==> src/rtl/reorder_buffer_pkg.sv <==
// Shared widths, sizes and entry type codes for the reorder buffer and its
// consumers (decoder, CDB, register file).
package reorder_buffer_pkg;

  localparam int ROB_SIZE    = 16;
  localparam int ROB_POS_WID = $clog2(ROB_SIZE);
  localparam int ROB_ID_WID  = ROB_POS_WID + 1;
  localparam int DATA_WID    = 32;
  localparam int ADDR_WID    = 32;
  localparam int REG_POS_WID = 5;

  typedef enum logic [1:0] {
    TYPE_REG = 2'd0,
    TYPE_BR  = 2'd1,
    TYPE_ST  = 2'd2
  } rob_type_e;

endpackage

==> src/rtl/reorder_buffer_if.sv <==
// Issue, CDB, operand-query and commit/rollback signals between the reorder
// buffer (slave) and the surrounding pipeline (master).
interface reorder_buffer_if #(
  parameter int POS_W = reorder_buffer_pkg::ROB_POS_WID
);
  import reorder_buffer_pkg::*;

  logic                   issue;
  rob_type_e              issue_type;
  logic [REG_POS_WID-1:0] issue_rd;
  logic                   issue_pred_jump;
  logic                   issue_ready;
  logic [DATA_WID-1:0]    issue_val;
  logic [ADDR_WID-1:0]    issue_alt_pc;
  logic [POS_W-1:0]       rob_tail;
  logic                   rob_full;

  logic                   cdb_valid;
  logic [POS_W-1:0]       cdb_rob_pos;
  logic [DATA_WID-1:0]    cdb_val;
  logic                   cdb_real_jump;

  logic [POS_W-1:0]       query_pos1;
  logic [POS_W-1:0]       query_pos2;
  logic                   query_ready1;
  logic                   query_ready2;
  logic [DATA_WID-1:0]    query_val1;
  logic [DATA_WID-1:0]    query_val2;

  logic                   rob_commit;
  logic [REG_POS_WID-1:0] rob_commit_rd;
  logic [DATA_WID-1:0]    rob_commit_val;
  logic [POS_W-1:0]       rob_commit_rob_pos;
  logic                   rob_commit_store;
  logic                   rollback;
  logic [ADDR_WID-1:0]    rollback_pc;

  modport slave (
    input  issue, issue_type, issue_rd, issue_pred_jump, issue_ready, issue_val, issue_alt_pc,
    input  cdb_valid, cdb_rob_pos, cdb_val, cdb_real_jump, query_pos1, query_pos2,
    output rob_tail, rob_full, query_ready1, query_ready2, query_val1, query_val2,
    output rob_commit, rob_commit_rd, rob_commit_val, rob_commit_rob_pos, rob_commit_store,
    output rollback, rollback_pc
  );

  modport master (
    output issue, issue_type, issue_rd, issue_pred_jump, issue_ready, issue_val, issue_alt_pc,
    output cdb_valid, cdb_rob_pos, cdb_val, cdb_real_jump, query_pos1, query_pos2,
    input  rob_tail, rob_full, query_ready1, query_ready2, query_val1, query_val2,
    input  rob_commit, rob_commit_rd, rob_commit_val, rob_commit_rob_pos, rob_commit_store,
    input  rollback, rollback_pc
  );

endinterface

==> src/rtl/reorder_buffer.sv <==
// Circular in-order reorder buffer: allocates at tail, completes from the CDB,
// retires one entry per cycle at head and flushes on a mispredicted branch.
module reorder_buffer #(
  parameter int ROB_SIZE = reorder_buffer_pkg::ROB_SIZE
) (
  input logic              clk,
  input logic              rst,
  input logic              rdy,
  reorder_buffer_if.slave  bus
);
  import reorder_buffer_pkg::*;

  localparam int POS_W = $clog2(ROB_SIZE);
  localparam int CNT_W = POS_W + 1;
  localparam logic [CNT_W-1:0] CNT_MAX = CNT_W'(ROB_SIZE);

  logic [ROB_SIZE-1:0]    busy;
  logic [ROB_SIZE-1:0]    ready;
  logic [ROB_SIZE-1:0]    ent_pred;
  logic [ROB_SIZE-1:0]    ent_real;
  rob_type_e              ent_type [ROB_SIZE];
  logic [REG_POS_WID-1:0] ent_rd   [ROB_SIZE];
  logic [DATA_WID-1:0]    ent_val  [ROB_SIZE];
  logic [ADDR_WID-1:0]    ent_alt  [ROB_SIZE];

  logic [POS_W-1:0]       head;
  logic [POS_W-1:0]       tail;
  logic [CNT_W-1:0]       count;

  logic                   commit_q;
  logic                   store_q;
  logic                   rollback_q;
  logic [REG_POS_WID-1:0] commit_rd_q;
  logic [DATA_WID-1:0]    commit_val_q;
  logic [POS_W-1:0]       commit_pos_q;
  logic [ADDR_WID-1:0]    rollback_pc_q;

  logic                   retire;
  logic                   issue_acc;
  logic                   mispredict;

  // A pending rollback pulse suppresses retirement and allocation: everything
  // younger than the branch is about to be discarded.
  always_comb begin
    retire     = busy[head] && ready[head] && !rollback_q;
    issue_acc  = bus.issue && !rollback_q && ((count < CNT_MAX) || retire);
    mispredict = (ent_type[head] == TYPE_BR) && (ent_pred[head] != ent_real[head]);
  end

  // Entry payload: not reset, qualified by busy/ready.
  always_ff @(posedge clk) begin
    if (rdy && !rollback_q) begin
      if (bus.cdb_valid && busy[bus.cdb_rob_pos]) begin
        ent_val[bus.cdb_rob_pos]  <= bus.cdb_val;
        ent_real[bus.cdb_rob_pos] <= bus.cdb_real_jump;
      end
      if (issue_acc) begin
        ent_type[tail] <= bus.issue_type;
        ent_rd[tail]   <= bus.issue_rd;
        ent_val[tail]  <= bus.issue_val;
        ent_alt[tail]  <= bus.issue_alt_pc;
        ent_pred[tail] <= bus.issue_pred_jump;
        ent_real[tail] <= bus.issue_pred_jump;
      end
    end
  end

  // Control and registered commit outputs; issue writes last so allocating
  // into the slot retired this same cycle takes effect.
  always_ff @(posedge clk) begin
    if (rst) begin
      busy          <= '0;
      ready         <= '0;
      head          <= '0;
      tail          <= '0;
      count         <= '0;
      commit_q      <= 1'b0;
      store_q       <= 1'b0;
      rollback_q    <= 1'b0;
      commit_rd_q   <= '0;
      commit_val_q  <= '0;
      commit_pos_q  <= '0;
      rollback_pc_q <= '0;
    end else if (rdy) begin
      if (rollback_q) begin
        busy       <= '0;
        ready      <= '0;
        head       <= '0;
        tail       <= '0;
        count      <= '0;
        commit_q   <= 1'b0;
        store_q    <= 1'b0;
        rollback_q <= 1'b0;
      end else begin
        commit_q   <= retire;
        store_q    <= retire && (ent_type[head] == TYPE_ST);
        rollback_q <= retire && mispredict;
        if (bus.cdb_valid && busy[bus.cdb_rob_pos]) begin
          ready[bus.cdb_rob_pos] <= 1'b1;
        end
        if (retire) begin
          busy[head]   <= 1'b0;
          ready[head]  <= 1'b0;
          head         <= head + 1'b1;
          commit_rd_q  <= (ent_type[head] == TYPE_ST) ? '0 : ent_rd[head];
          commit_val_q <= ent_val[head];
          commit_pos_q <= head;
          if (mispredict) begin
            rollback_pc_q <= ent_alt[head];
          end
        end
        if (issue_acc) begin
          busy[tail]  <= 1'b1;
          ready[tail] <= bus.issue_ready;
          tail        <= tail + 1'b1;
        end
        count <= count + CNT_W'(issue_acc) - CNT_W'(retire);
      end
    end
  end

  // Operand lookup with same-cycle CDB bypass.
  always_comb begin
    bus.query_ready1 = busy[bus.query_pos1] && ready[bus.query_pos1];
    bus.query_val1   = ent_val[bus.query_pos1];
    if (bus.cdb_valid && (bus.cdb_rob_pos == bus.query_pos1)) begin
      bus.query_ready1 = 1'b1;
      bus.query_val1   = bus.cdb_val;
    end
    bus.query_ready2 = busy[bus.query_pos2] && ready[bus.query_pos2];
    bus.query_val2   = ent_val[bus.query_pos2];
    if (bus.cdb_valid && (bus.cdb_rob_pos == bus.query_pos2)) begin
      bus.query_ready2 = 1'b1;
      bus.query_val2   = bus.cdb_val;
    end
  end

  assign bus.rob_tail           = tail;
  assign bus.rob_full           = (count >= (CNT_MAX - CNT_W'(1)));
  assign bus.rob_commit         = commit_q && rdy;
  assign bus.rob_commit_store   = store_q && rdy;
  assign bus.rollback           = rollback_q && rdy;
  assign bus.rob_commit_rd      = commit_rd_q;
  assign bus.rob_commit_val     = commit_val_q;
  assign bus.rob_commit_rob_pos = commit_pos_q;
  assign bus.rollback_pc        = rollback_pc_q;

endmodule

==> src/flat_wrapper.sv <==
// flat-port wrapper written by rule: the top's interface ports become plain ports
module reorder_buffer_flat import reorder_buffer_pkg::*;
#(
  parameter int ROB_SIZE = reorder_buffer_pkg::ROB_SIZE
)
  (clk, rst, rdy, bus_issue, bus_issue_type, bus_issue_rd, bus_issue_pred_jump, bus_issue_ready, bus_issue_val, bus_issue_alt_pc, bus_cdb_valid, bus_cdb_rob_pos, bus_cdb_val, bus_cdb_real_jump, bus_query_pos1, bus_query_pos2, bus_rob_tail, bus_rob_full, bus_query_ready1, bus_query_ready2, bus_query_val1, bus_query_val2, bus_rob_commit, bus_rob_commit_rd, bus_rob_commit_val, bus_rob_commit_rob_pos, bus_rob_commit_store, bus_rollback, bus_rollback_pc);
  reorder_buffer_if bus_i ();
  input logic clk;
  input logic rst;
  input logic rdy;
  input wire logic [$bits(bus_i.issue)-1:0] bus_issue;
  input wire logic [$bits(bus_i.issue_type)-1:0] bus_issue_type;
  input wire logic [$bits(bus_i.issue_rd)-1:0] bus_issue_rd;
  input wire logic [$bits(bus_i.issue_pred_jump)-1:0] bus_issue_pred_jump;
  input wire logic [$bits(bus_i.issue_ready)-1:0] bus_issue_ready;
  input wire logic [$bits(bus_i.issue_val)-1:0] bus_issue_val;
  input wire logic [$bits(bus_i.issue_alt_pc)-1:0] bus_issue_alt_pc;
  input wire logic [$bits(bus_i.cdb_valid)-1:0] bus_cdb_valid;
  input wire logic [$bits(bus_i.cdb_rob_pos)-1:0] bus_cdb_rob_pos;
  input wire logic [$bits(bus_i.cdb_val)-1:0] bus_cdb_val;
  input wire logic [$bits(bus_i.cdb_real_jump)-1:0] bus_cdb_real_jump;
  input wire logic [$bits(bus_i.query_pos1)-1:0] bus_query_pos1;
  input wire logic [$bits(bus_i.query_pos2)-1:0] bus_query_pos2;
  output wire logic [$bits(bus_i.rob_tail)-1:0] bus_rob_tail;
  output wire logic [$bits(bus_i.rob_full)-1:0] bus_rob_full;
  output wire logic [$bits(bus_i.query_ready1)-1:0] bus_query_ready1;
  output wire logic [$bits(bus_i.query_ready2)-1:0] bus_query_ready2;
  output wire logic [$bits(bus_i.query_val1)-1:0] bus_query_val1;
  output wire logic [$bits(bus_i.query_val2)-1:0] bus_query_val2;
  output wire logic [$bits(bus_i.rob_commit)-1:0] bus_rob_commit;
  output wire logic [$bits(bus_i.rob_commit_rd)-1:0] bus_rob_commit_rd;
  output wire logic [$bits(bus_i.rob_commit_val)-1:0] bus_rob_commit_val;
  output wire logic [$bits(bus_i.rob_commit_rob_pos)-1:0] bus_rob_commit_rob_pos;
  output wire logic [$bits(bus_i.rob_commit_store)-1:0] bus_rob_commit_store;
  output wire logic [$bits(bus_i.rollback)-1:0] bus_rollback;
  output wire logic [$bits(bus_i.rollback_pc)-1:0] bus_rollback_pc;
  assign bus_i.issue = bus_issue;
  assign bus_i.issue_type = bus_issue_type;
  assign bus_i.issue_rd = bus_issue_rd;
  assign bus_i.issue_pred_jump = bus_issue_pred_jump;
  assign bus_i.issue_ready = bus_issue_ready;
  assign bus_i.issue_val = bus_issue_val;
  assign bus_i.issue_alt_pc = bus_issue_alt_pc;
  assign bus_i.cdb_valid = bus_cdb_valid;
  assign bus_i.cdb_rob_pos = bus_cdb_rob_pos;
  assign bus_i.cdb_val = bus_cdb_val;
  assign bus_i.cdb_real_jump = bus_cdb_real_jump;
  assign bus_i.query_pos1 = bus_query_pos1;
  assign bus_i.query_pos2 = bus_query_pos2;
  assign bus_rob_tail = bus_i.rob_tail;
  assign bus_rob_full = bus_i.rob_full;
  assign bus_query_ready1 = bus_i.query_ready1;
  assign bus_query_ready2 = bus_i.query_ready2;
  assign bus_query_val1 = bus_i.query_val1;
  assign bus_query_val2 = bus_i.query_val2;
  assign bus_rob_commit = bus_i.rob_commit;
  assign bus_rob_commit_rd = bus_i.rob_commit_rd;
  assign bus_rob_commit_val = bus_i.rob_commit_val;
  assign bus_rob_commit_rob_pos = bus_i.rob_commit_rob_pos;
  assign bus_rob_commit_store = bus_i.rob_commit_store;
  assign bus_rollback = bus_i.rollback;
  assign bus_rollback_pc = bus_i.rollback_pc;
  reorder_buffer #(.ROB_SIZE(ROB_SIZE)) u_core (.clk(clk), .rst(rst), .rdy(rdy), .bus(bus_i));
endmodule
==> config.mk <==
export PLATFORM = sky130hd
export DESIGN_NAME = reorder_buffer_flat
export DESIGN_NICKNAME = d
export VERILOG_FILES = /design/src/rtl/reorder_buffer_pkg.sv /design/src/rtl/reorder_buffer_if.sv /design/src/rtl/reorder_buffer.sv /design/src/flat_wrapper.sv
export SDC_FILE = /design/constraint.sdc
export NUM_CORES = 2
export LEC_CHECK = 0
export ABC_AREA = 1
export CORE_MARGIN = 8
export CORE_UTILIZATION = 45
export DETAILED_ROUTE_END_ITERATION = 16
export SLEW_MARGIN = 20
export SYNTH_ARGS = -nofsm -noshare
export SYNTH_HDL_FRONTEND = slang
export SYNTH_SLANG_ARGS = --single-unit
==> constraint.sdc <==
create_clock -name clk -period 7.6 [get_ports clk]
set_clock_uncertainty 0.2 [all_clocks]
set_input_delay 1.14 -clock clk [delete_from_list [all_inputs] [get_ports clk]]
set_output_delay 1.14 -clock clk [all_outputs]
set_load 0.02 [all_outputs]
==> run summary <==
The most used flip-flop cell after synthesis is edfxtp_1. The startpoint-to-endpoint class of the critical path is input port to primary output. The count of hold-fix buffers inserted at cts is 0. The run finished with clean final reports.

The number of nets in the layout came out at 7502. The average detailed-routed wire length per instance is 28.5 µm. The count of input and output buffers is between 200 and 300.

The number of clock buffers inserted by TritonCTS came out at around 150. The layout overhead on the synthesized area is 13.2%. The highest cell delay on the worst timing path is 0.86 ns. For this run, the register share of the synthesized area comes to a little under three fifths. Traced cell by cell, the critical path runs through buf_4 -> clkinv_2 -> a221oi_1 -> o2111ai_4 -> buf_12 -> a31oi_1 -> clkdlybuf4s50_1. The number of setup violations in the final report came out at 0.

The peak ir drop on the vdd network is 310 µV. The power density of the placed cells is 221 nW/µm². The latest clock arrival within the worst-skew pair came out at 0.80 ns. The async set or reset register ratio after synthesis is 0%. Counting buffers and inverters, the worst setup path is 7 cells deep.

The sum of net half-perimeters after detailed placement is around 150 mm. The mux cell area share after synthesis is 0%. The total die area is 161000 µm². The fraction of final layout cells with drive strength greater than 1 came out at 5.93%. Global routing consumed, over all layers together, 31.8% of the routing resources.

The worst-case setup margin in the final layout is approximately 0.83 ns. The count of distinct cell types in the synthesized netlist is 44. The net count after synthesis is 7665. The pin slew with the least headroom to its limit is 1.20 ns. At the worst endpoint, the arrival time is 5.43 ns.

The worst endpoint required time is 6.26 ns. The first global-routing pass estimated 385 mm of wire. The number of H-tree branching levels is 4. Hold timing on the final database bottoms out at a slack of 0.271 ns. The minimum setup slack after placement came out at 1.17 ns. The number of sinks handled by clock tree synthesis came out at 1293. TritonCTS built the clock tree. The synthesized netlist devotes around 15% of its cell area to simple gates. The post-route antenna net violation count is 0.

Once layout is complete, the cells apart from fillers number 9432. The leakage power is 26.6 nW. The count of pins on the block boundary is 270.

The count of flip-flops with a built-in enable after synthesis came out at approximately 1200. The core occupancy in the finished layout came out at 51.2%. The via count of the first global-routing pass came out at 55900. The highest fanout seen on the critical path is 65. The root buffer cell chosen for the clock tree is clkbuf_16. The post-synthesis adder-cell area fraction came out at less than 1%. STA classifies the critical path startpoint as an input port. In this design, the largest share of critical-path delay is due to buffers and inverters. The first detailed-routing pass took 8 iterations. In this run the cell area measured after placement is approximately 70000 µm². The worst pin sits at a relative slew slack of 20.3%. After detailed routing, the number of remaining DRC violations is 0. The horizontal extent of the die is 401 µm.

The flip-flop and latch count after synthesis is approximately 1300. After the first detailed-routing iteration, the DRC count stood at 9981. Yosys attributes the largest share of cell area to edfxtp_1 (53%), o21ai_0 (12%), nand2_1 (6.6%). The post-cts resize count came out at 0. The count of vias placed by the detailed router came out at 61000. A synthesized cell averages between 8 and 9 µm². Counting cells, the worst reg-to-reg path comes to 13. The initial cell density of the core is 45.2%. The gate count after technology mapping is roughly 7500.

The number of placed instances, taps included, is 9142. After layout, the worst path uses slightly below 90% of the clock period. The share of the synthesized area in compound gates (AO/OA/AOI/OAI) is 22.3%. The total design power came out at 16.7 mW.

Timing would allow up to 0.148 GHz. The die outline height came out at 401 µm. The number of warning messages in the yosys log is 0. The remaining global-route overflow came out at 0. Of the total synthesized cell area, the portion taken by XOR and XNOR cells is less than 1%. STA classifies the critical path endpoint as a primary output. In this run the worst hold path is classified as flip-flop to flip-flop.

Setup repair after global routing left no endpoint under its margin. The count of final max-slew check failures was 0. Subtracting the final worst setup slack from the clock period gives 6.77 ns. The via-per-instance ratio is 6.47. The portion of synthesized cell area occupied by the leading cell type came out at 52.7%. The number of buffers on the longest clock path came out at 3. The maximum number of pins on one net before global-route repair is between 200 and 250. After synthesis, the largest family of logic cells by area is compound AO/OA/AOI/OAI gates.

The post-CTS setup-driven buffer insertion count came out at 0. The aggregate negative setup slack came out at 0 ns. Routability-driven placement finished with a final weighted congestion of between 0.9 and 1. After floorplanning, the core was divided into 141 placement rows. The number of max-capacitance violations reported is 0.

The final non-filler cell area is 75400 µm². The total area inside the core boundary comes to 147000 µm². The synthesized netlist occupies a cell area of 66600 µm². Of all cell types, the one taking the most synthesized area is edfxtp_1. The initial antenna violation count is 23. The worst hold path passes through 2 cells. The clock-pin slew of the registers on the worst-case setup and hold paths came out at approximately 0.060 ns. The combined buffer and inverter count along the critical path is 4. The hold violation total from the final report came out at 0. The routed design has 269 mm of wire. On the critical path, the stage with the largest delay is an instance of clkinv_2.
path summary, 6_finish.rpt:
| check | start | end | slack, ns |
|---|---|---|---|
| setup / recovery | bus_query_pos2[2] | bus_query_val2[27] | 0.83 |
| hold / removal | u_core.bus.rob_commit_rd[0] | u_core.bus.rob_commit_rd[0] | 0.27 |
| setup reg to reg | u_core.head[2] | u_core.ent_alt[8][10] | 2.56 |
| hold reg to reg | u_core.bus.rob_commit_rd[0] | u_core.bus.rob_commit_rd[0] | 0.27 |
routing by layer:
layer,wire length [µm],vias to the layer above,track usage (%)
li1,-,26600,-
met1,100000,28900,42.2
met2,118000,4576,49.0
met3,35400,942,7.83
met4,14600,6,15.3
met5,43,-,0
state kept, by name, indices dropped and copies added (netlist names), named ones only:
register	count
u_core.ready	16
u_core.ent_type	32
u_core.bus.rob_commit_val	32
u_core.bus.rob_commit_rob_pos	4
u_core.head	4
u_core.bus.rob_commit_rd	5
u_core.ent_val	512
u_core.count	5
u_core.rollback_q	1
u_core.ent_rd	80
u_core.commit_q	1
u_core.ent_alt	512
u_core.busy	16
u_core.ent_pred	16
u_core.bus.rollback_pc	32
u_core.ent_real	16
u_core.store_q	1
u_core.bus.rob_tail	4
logic make-up after synthesis:
kind of cell | Yosys count
xor gates and xnor gates | 5
DFF | 1293
adders and majority gates | 17
AOI/OAI and AO/OA | 2710
buffers and inverters | 939
and+or+nand+nor | 2561
final cells by class:
class,count,area (µm²)
diodes,15,37.5
clock buffers,196,3990
clock inverters,79,887
fillers,13300,71900
inverters,197,782
multi-input cells,5293,25700
flip-flops and latches,1293,37600
well taps,1930,2410
repair buffers,429,4020
worst register-to-register path, cell delays in order (launching register included):
cell	delay, ns
dfxtp_1	0.52
nand2_1	0.15
inv_4	0.59
nand2_1	0.15
nand2_1	0.10
inv_1	0.05
nand2_2	0.10
nand2_4	0.09
a21oi_4	0.52
buf_4	0.30
nand4_1	0.09
buf_4	0.42
inv_2	0.86
buf_4	0.54
where the power goes:
part	internal, mW	switching [mW]	total [mW]
Clock	4.11	3.08	7.19
Combinational	0.460	1.14	1.60
Sequential	7.83	0.0414	7.87
Total	12.4	4.26	16.7
cells in the mapped netlist (6+ instances only):
library cell,count
clkinv_1,6
a31oi_1,71
inv_2,7
o31ai_1,16
inv_1,184
o211ai_1,17
a22o_1,8
buf_1,105
dfxtp_1,125
o21ai_0,1608
nand3_1,275
nand4_1,49
a221oi_1,6
buf_4,7
o21ai_1,132
ha_1,16
a2bb2oi_1,8
buf_6,11
nand4_2,6
o221ai_1,178
a21oi_1,393
edfxtp_1,1168
clkbuf_1,548
nor2_1,1044
o22ai_1,257
buf_2,71
nand2_1,1176
cell usage in the layout (no fill, tap or decap), types with 40 or more instances in the layout:
| cell type | netlist | final |
|---|---|---|
| a21oi_1 | 393 | 393 |
| a31oi_1 | 71 | 71 |
| buf_4 | 7 | 153 |
| clkbuf_1 | 548 | 40 |
| clkbuf_16 | 0 | 150 |
| clkdlybuf4s50_1 | 0 | 261 |
| dfxtp_1 | 125 | 123 |
| edfxtp_1 | 1168 | 1168 |
| inv_1 | 184 | 163 |
| nand2_1 | 1176 | 1176 |
| nand3_1 | 275 | 273 |
| nand4_1 | 49 | 49 |
| nor2_1 | 1044 | 1041 |
| o21ai_0 | 1608 | 1608 |
| o21ai_1 | 132 | 132 |
| o221ai_1 | 178 | 178 |
| o22ai_1 | 257 | 257 |
No activity file was read; power rests on OpenSTA's default activity.
